$ cat src/rtl/bist_mem_responder.sv
// bist_mem_responder
// Memory-side responder for the BIST request/acknowledge handshake. It accepts
// one write or read at a time, keeps words in an internal 2^ADR_SIZE x
// DATA_SIZE array and answers with a one-cycle ack after a fixed latency.
// Writes commit one edge after acceptance. Reads commit RD_LAT edges after
// acceptance.
// Optional feature macro: BIST_FAULT_INJ_EN. It adds a stuck-at-0 read fault
// injector, which gives the BIST comparator an error path it can detect.
module bist_mem_responder #(
   parameter int ADR_SIZE  = 4,
   parameter int DATA_SIZE = 8,
   parameter int RD_LAT    = 2
) (
   input  logic                 clk,
   input  logic                 rst,
   input  logic                 req,
   input  logic                 we,
   input  logic [ADR_SIZE-1:0]  adr,
   input  logic [DATA_SIZE-1:0] wdata,
   output logic                 ack,
   output logic [DATA_SIZE-1:0] rdata,
   output logic                 busy,
   output logic [7:0]           wr_cnt,
   output logic [7:0]           rd_cnt
`ifdef BIST_FAULT_INJ_EN
   ,
   input  logic                 fault_en,
   input  logic [ADR_SIZE-1:0]  fault_adr,
   input  logic [((DATA_SIZE > 1) ? $clog2(DATA_SIZE) : 1)-1:0] fault_bit
`endif
);

   typedef enum logic [1:0] {
      ST_IDLE = 2'd0,
      ST_WR   = 2'd1,
      ST_RD   = 2'd2,
      ST_DONE = 2'd3
   } state_t;

   // The counter is loaded with RD_LAT-1 so that ack rises RD_LAT edges after acceptance.
   localparam logic [3:0] LAT_LOAD = 4'(RD_LAT - 1);

   state_t                 state_q;
   logic                   we_q;
   logic [ADR_SIZE-1:0]    adr_q;
   logic [DATA_SIZE-1:0]   wdata_q;
   logic [DATA_SIZE-1:0]   rdata_q;
   logic [DATA_SIZE-1:0]   rdata_d;
   logic                   ack_q;
   logic [7:0]             wr_cnt_q;
   logic [7:0]             rd_cnt_q;
   logic [3:0]             lat_q;
   logic                   mem_we_s;
   logic [DATA_SIZE-1:0]   fault_mask_s;
   logic [DATA_SIZE-1:0]   mem_q [2**ADR_SIZE];

   // Saturating completion counter increment: holds at 255, never wraps.
   function automatic logic [7:0] sat_inc(input logic [7:0] v);
      if (v == 8'hFF) begin
         return v;
      end else begin
         return v + 8'd1;
      end
   endfunction

   assign ack    = ack_q;
   assign rdata  = rdata_q;
   assign wr_cnt = wr_cnt_q;
   assign rd_cnt = rd_cnt_q;
   assign busy   = (state_q != ST_IDLE);

   // Array write happens only on the commit edge of a write, and reset on that edge discards it.
   assign mem_we_s = rst && (state_q == ST_WR) && we_q;

   // Build the stuck-at-0 mask applied to the word returned by a read.
   always_comb begin
      fault_mask_s = '0;
`ifdef BIST_FAULT_INJ_EN
      if (fault_en && (adr_q == fault_adr)) begin
         fault_mask_s[fault_bit] = 1'b1;
      end else begin
         fault_mask_s = '0;
      end
`endif
      rdata_d = mem_q[adr_q] & ~fault_mask_s;
   end

   // Storage array. It is not touched by reset, so contents survive a reset.
   always_ff @(posedge clk) begin
      if (mem_we_s) begin
         mem_q[adr_q] <= wdata_q;
      end
   end

   // Transaction FSM with registered ack, read data and completion counters.
   always_ff @(posedge clk) begin
      if (!rst) begin
         state_q  <= ST_IDLE;
         we_q     <= 1'b0;
         adr_q    <= '0;
         wdata_q  <= '0;
         rdata_q  <= '0;
         ack_q    <= 1'b0;
         wr_cnt_q <= 8'd0;
         rd_cnt_q <= 8'd0;
         lat_q    <= 4'd0;
      end else begin
         case (state_q)
            ST_IDLE: begin
               ack_q <= 1'b0;
               if (req) begin
                  we_q    <= we;
                  adr_q   <= adr;
                  wdata_q <= wdata;
                  if (we) begin
                     state_q <= ST_WR;
                  end else begin
                     state_q <= ST_RD;
                     lat_q   <= LAT_LOAD;
                  end
               end
            end
            ST_WR: begin
               ack_q    <= 1'b1;
               wr_cnt_q <= sat_inc(wr_cnt_q);
               state_q  <= ST_DONE;
            end
            ST_RD: begin
               if (lat_q != 4'd0) begin
                  lat_q <= lat_q - 4'd1;
               end else begin
                  rdata_q  <= rdata_d;
                  ack_q    <= 1'b1;
                  rd_cnt_q <= sat_inc(rd_cnt_q);
                  state_q  <= ST_DONE;
               end
            end
            ST_DONE: begin
               ack_q   <= 1'b0;
               state_q <= ST_IDLE;
            end
            default: begin
               ack_q   <= 1'b0;
               state_q <= ST_IDLE;
            end
         endcase
      end
   end

endmodule

$ cat config.mk
export PLATFORM = sky130hd
export DESIGN_NAME = bist_mem_responder
export DESIGN_NICKNAME = d
export VERILOG_FILES = /design/src/rtl/bist_mem_responder.sv
export SDC_FILE = /design/constraint.sdc
export NUM_CORES = 1
export LEC_CHECK = 0
export CAP_MARGIN = 5
export CORE_UTILIZATION = 63
export CTS_BUF_LIST = sky130_fd_sc_hd__clkbuf_8
export CTS_CLUSTER_SIZE = 8
export DETAILED_ROUTE_END_ITERATION = 6
export HOLD_SLACK_MARGIN = 0.05
export PLACE_DENSITY = 0.93
export SYNTH_ARGS = -nofsm -noshare
export SYNTH_HDL_FRONTEND = slang
export SYNTH_SLANG_ARGS = --single-unit
$ cat constraint.sdc
create_clock -name clk -period 5.4 [get_ports clk]
set_input_delay 0.81 -clock clk [delete_from_list [all_inputs] [get_ports clk]]
set_output_delay 0.81 -clock clk [all_outputs]
set_load 0.1 [all_outputs]
==> results of run 1 <==
[where the power goes]
part | internal (mW) | leakage [nW] | switching [mW]
logic | 0.288 | 0.766 | 0.602
clock network | 0.418 | 0.193 | 0.477
registers | 1.53 | 1.54 | 0.139
[layout make-up]
| type | count | area, sq um |
|---|---|---|
| clock buffer | 17 | 234 |
| clock inverter | 15 | 164 |
| fill | 577 | 2670 |
| inverter | 7 | 26.3 |
| multi-input combinational | 234 | 1990 |
| sequential | 172 | 4730 |
| tap | 136 | 170 |
| timing repair buffer | 44 | 430 |
[sequential cells by signal, indices dropped and copies added, names as in the netlist]
register,flops
wdata_q,8
state_q,2
adr_q,4
we_q,1
lat_q,4
ack,1
wr_cnt,8
rdata,8
rd_cnt,8
mem_q,128
[cells by family after synthesis]
logic type                 after synthesis  share of synthesized area, %
AOI/OAI and AO/OA                       57                          5.41
muxes                                   55                          13.9
xor gates and xnor gates                 7                         0.896
buffers and inverters                   26                          1.77
DFF                                    172                          69.1
adders and majority gates                8                          1.46
and+or+nand+nor                        107                          7.48
[worst max path at each step]
stage | slack (ns) | depth (start not counted) | endpoint
3_5_place_dp | 1.97 | 4 | mem_q[0][4]
6_report | 2.13 | 4 | busy
2_1_floorplan | 3.10 | 3 | mem_q[1][0]
4_1_cts | 2.12 | 4 | busy
3_3_place_gp | 2.19 | 4 | mem_q[1][0]
5_1_grt | 2.07 | 4 | busy
[metal layers]
metal | GRT usage, % | part of all wire, % | up-vias | wire, microns
met3 | 6.01 | 7.2 | 30 | 1020
met4 | 11.4 | 2.7 | 0 | 384
li1 | - | - | 1768 | -
met1 | 35.8 | 38 | 1981 | 5430
met5 | 0 | 0 | - | 0
met2 | 45.4 | 52 | 188 | 7370
[placed cells by master, fill, tap and decap left out, types with 7 or more instances in the layout]
cell type,instances
nand3_1,9
mux2i_1,23
clkdlybuf4s50_1,41
ha_1,8
nor2_1,33
mux4_2,32
edfxtp_1,128
o21ai_0,9
nand2_1,34
a221oi_1,8
a21oi_1,20
clkbuf_8,17
xor2_1,7
dfxtp_1,43
[worst reg2reg max path, delay by kind of cell (launching register included)]
kind	cells	cell delay (ns)
simple gates	2	1.33
flops	1	1.07
[stage by stage]
step / instance area [sq um] / setup WS [ns] / utilization (%) / power (mW)
after floorplan: 6840 / 3.10 / - / 2.33
after CTS: 7740 / 2.12 / 74.3 / 3.45
final: 7740 / 2.13 / 74.4 / 3.45
after global routing: 7740 / 2.07 / 74.4 / 3.57
after detailed placement: 7340 / 1.97 / 70.5 / 2.58
after global placement: 7340 / 2.19 / 70.5 / 2.54
==> flow_summary.yaml, run 1 <==
run_status:
  status: "finished, final reports clean"
yosys:
  yosys-top-cells-count: "edfxtp_1, dfxtp_1, nand2_1"
  synth_flop_cell: "edfxtp_1"
  ys_ff_latch: 172
  yosys.cell_types.count: 45
  ys_seq_area_share_pct: 69.1
  synth.most_common_cell: "edfxtp_1"
  yosysTopAreaCellShare_pct: 56.2
  syn_nets: 456
  async_reset_ff_share_pct: 0
  synth_edf_count: 128
  synthCells: 432
  synthTopCellsByArea: "edfxtp_1, dfxtp_1, mux4_2"
  syn_area_sq_um: 6840
  yosysWarnings: 0
  yosysTopAreaCell: "edfxtp_1"
  avgSynthCellArea_sq_um: 15.8
critical_path:
  reg2reg_from: "adr_q[0]"
  crit_top_cell: "inv_1"
  crit_chain: "inv_1, ha_1, inv_1, clkdlybuf4s50_1"
  r2r_end: "mem_q[3][4]"
  cp_data_arrival_time_ns: 2.46
  crit_family: "buffers and inverters"
  reg2regPathDepth: 2
  slowest_stage: "clkdlybuf4s50_1"
  path_buf_inv: 3
  cp.required_ns: 4.59
  slowest_delay_ns: 1.15
  rrSetupSlack_ns: 2.63
  startpoint_type: "flop"
  worstSetupPathType: "flop to output pin"
  cp_max_fo: 7
  startpoint: "state_q[0]"
  critPathCaptureType: "output pin"
clock_network:
  htreeDepth: 4
  cts_setup_buffers: 0
  holdBufCountCts: 0
  cts_buffers: 17
  clk_pin_slew_ns: 0.09
  cts_sinks: 172
  cts-root-buf: "clkbuf_8"
  clk_path_buf_depth: 2
  tritoncts: "yes"
  cts_resized: 0
  insertion_delay_ns: 0.45
route:
  vias: 3967
  avgRoutedWirePerCell_microns: 22.7
  viasPerCell: 6.35
  drtIter0Drc: 354
  drc: 0
  dr.pass1.iters: 5
  drtAntennaViolNets: 0
  routed_wl_microns: 14200
floorplan:
  start_util_pct: 65.7
  core-area_sq_um: 10400
  placementRows: 37
  ioPinCount: 42
  die_y_microns: 106
  die_area_sq_um: 11300
  die_w_microns: 106
timing:
  tns_ns: 0
  final_hold_viol_count: 0
  whs_ns: 0.498
  max_freq_ghz: 0.306
  final_max_slew_viol_count: 0
  rsz0062_at_grt: "no"
  slew_headroom_pct: 20.0
  min_period_ns: 3.27
  finalCritPeriodShare_pct: 60.5
  fin_worst_skew_ns: 0.0118
  worstMarginPinSlew_ns: 1.19
  setup_violations: 0
grt:
  grt_pass1_wl_microns: 22000
  grt_pass1_vias: 3981
  grt_usage_pct: 27.5
  antenna_found_initial: 0
  grt_max_degree: 41
  grt-ovfl-total: 0
pwr:
  vdd_ir_drop_max_mv: 0.248
  power.density_nw_per_um2: 446
  power.leakage_nw: 2.50
min_path:
  worstHoldPathCells: 2
  min-delay-start: "ack"
  hp-class: "flop to flop"
  min_to: "ack"
placement:
  place.gp.congestion: 0.819
  place_inst: 592
  dp_hpwl_microns: 9340
  portBuffers: 41
finish:
  antenna_cells: 0
  drive_gt1_share_pct: 14.7
  finalNonFillerCells: 625
  area_delta_synth_final_pct: 13.2
  final_nets: 500
job:
  maxCapViolations: 0
No activity file was read; power rests on OpenSTA's default activity.
==> run 2: changes to the inputs <==
--- a/config.mk
+++ b/config.mk
@@ -6,12 +6,12 @@
 export NUM_CORES = 1
 export LEC_CHECK = 0
 export CAP_MARGIN = 5
-export CORE_UTILIZATION = 63
+export CORE_UTILIZATION = 55
 export CTS_BUF_LIST = sky130_fd_sc_hd__clkbuf_8
 export CTS_CLUSTER_SIZE = 8
 export DETAILED_ROUTE_END_ITERATION = 6
 export HOLD_SLACK_MARGIN = 0.05
-export PLACE_DENSITY = 0.93
+export PLACE_DENSITY = 0.87
 export SYNTH_ARGS = -nofsm -noshare
 export SYNTH_HDL_FRONTEND = slang
 export SYNTH_SLANG_ARGS = --single-unit
==> constraint.sdc (replaced) <==
create_clock -name clk -period 3 [get_ports clk]
set_input_delay 0.45 -clock clk [delete_from_list [all_inputs] [get_ports clk]]
set_output_delay 0.45 -clock clk [all_outputs]
set_load 0.1 [all_outputs]
==> run 2 against run 1 <==
  * Via count grew 0.48%
  * Critical path depth increased by 1
  * Non-clock buffer count up 9
  * Flip-flop and latch count is the same
  * Worst setup slack got worse by 1.4 ns
  * Count of clock-buffer cells in the layout did not move
  * Sequential share of layout area decreased by 0.35 points
  * Routed wire length is 2.5% lower
  * Highest routed layer unchanged
==> flow_summary.yaml, run 2 (synthesized netlist as in run 1, its figures left out) <==
clock_network:
  cts_resized: 0
  cts_setup_buffers: 0
  tritoncts: "yes"
  holdBufCountCts: 0
  clk_path_buf_depth: 2
  insertion_delay_ns: 0.46
  cts-root-buf: "clkbuf_8"
  cts_buffers: 17
  cts_sinks: 172
  htreeDepth: 4
  clk_pin_slew_ns: 0.09
floorplan:
  die_area_sq_um: 12900
  core-area_sq_um: 12100
  start_util_pct: 56.7
  die_y_microns: 114
  placementRows: 40
  ioPinCount: 42
  die_w_microns: 114
placement:
  pre_cts_ws_ns: 0.502
  place_inst: 634
  dp_hpwl_microns: 9160
  portBuffers: 41
  place.gp.congestion: 0.836
  dpl-instance-area_sq_um: 7400
route:
  dr.pass1.iters: 5
  routed_wl_microns: 13800
  drtIter0Drc: 411
  viasPerCell: 5.98
  avgRoutedWirePerCell_microns: 20.8
  drtAntennaViolNets: 0
  drc: 0
  vias: 3986
grt:
  grt-ovfl-total: 0
  antenna_found_initial: 0
  grt_pass1_vias: 3787
  grt_usage_pct: 22.9
  grt_max_degree: 36
  grt_pass1_wl_microns: 21200
pwr:
  vdd_ir_drop_max_mv: 0.412
  swShare_pct: 34.9
  seq_power_share_pct: 48.7
  p_total_mw: 6.13
  pwr-share-comb_pct: 26.1
  intPower_mw: 3.99
  power.density_nw_per_um2: 788
  power_switching_mw: 2.14
  clockPowerShare_pct: 25.2
  power.leakage_nw: 2.60
timing:
  final_max_slew_viol_count: 0
  finalWorstSetupSlack_ns: 0.757
  tns_ns: 0
  whs_ns: 0.502
  finalCritPeriodShare_pct: 74.8
  setup_violations: 0
  max_freq_ghz: 0.446
  min_period_ns: 2.24
  final_hold_viol_count: 0
  worstMarginPinSlew_ns: 0.772
  fin_worst_skew_ns: 0.0194
  slew_headroom_pct: 48.5
  rsz0062_at_grt: "no"
run_status:
  status: "finished, final reports clean"
finish:
  final_cell_mix: "edfxtp_1, dfxtp_1, buf_4, nand2_1, nor2_1"
  final_util_pct: 64.6
  antenna_cells: 0
  largest_register: "mem_q"
  final_common_cell: "edfxtp_1"
  fillers: 804
  area_delta_synth_final_pct: 13.9
  drive_gt1_share_pct: 21.3
  post-route-cell-area_sq_um: 7790
  largest_reg_flops: 128
  final_nets: 509
  finalNonFillerCells: 666
job:
  maxCapViolations: 0
critical_path:
  worstSetupPathType: "flop to flop"
  startpoint_type: "flop"
  path_buf_inv: 1
  cp.required_ns: 3.08
  crit_chain: "inv_1, ha_1, nand3_1, or3b_1, nor2_1"
  crit_family: "simple AND/OR/NAND/NOR gates"
  critPathCaptureType: "flop"
  cp_max_fo: 8
  cp_data_arrival_time_ns: 2.33
  slowest_delay_ns: 0.52
  slowest_stage: "nor2_1"
min_path:
  hp-class: "flop to flop"
-- run 2: cell count changes in the layout (fill, tap and decap cells not counted), sizes merged --
cell and change:
clkdlybuf4s50 -26, clkinv +2, buf +35, inv -2
-- run 2: cell type report --
class,instances,area (sq um),share of cell area (%)
multi-input combinational,234,1990,25.6
inverter,7,26.3,0.337
sequential,172,4730,60.7
clock inverter,15,151,1.94
clock buffer,17,234,3.00
tap,168,210,2.70
timing repair buffer,53,448,5.75
-- run 2: per-layer routing --
metal  share of wire (%)  track usage (%)  up-vias
met1                  41             32.1     1969
met4                 1.5             7.54        0
met3                 7.7             4.68       19
met5                   0                0        -
met2                  50             36.2      204
li1                    -                -     1794
-- run 2: worst paths after layout --
| path | startpoint | endpoint | slack (ns) | cells past startpoint |
|---|---|---|---|---|
| setup / recovery | state_q[1] | mem_q[5][7] | 0.76 | 5 |
| setup reg to reg | state_q[1] | mem_q[5][7] | 0.76 | 5 |
| hold / removal | ack | ack | 0.50 | 2 |
| hold reg to reg | ack | ack | 0.50 | 2 |
-- run 2: power groups by stage --
stage	clock network (mW)	logic [mW]	registers, mW
6_report	1.55	1.60	2.99
5_1_grt	1.67	1.69	3.01
4_1_cts	1.57	1.59	2.98
3_5_place_dp	0	1.58	3.04
3_3_place_gp	0	1.53	3.02
2_1_floorplan	0	0.821	3.37
-- run 2: tightest hold or removal path: stages (launching register included) --
cell	delay [ns]
dfxtp_1	0.33
nand3_1	0.07
a21oi_1	0.06
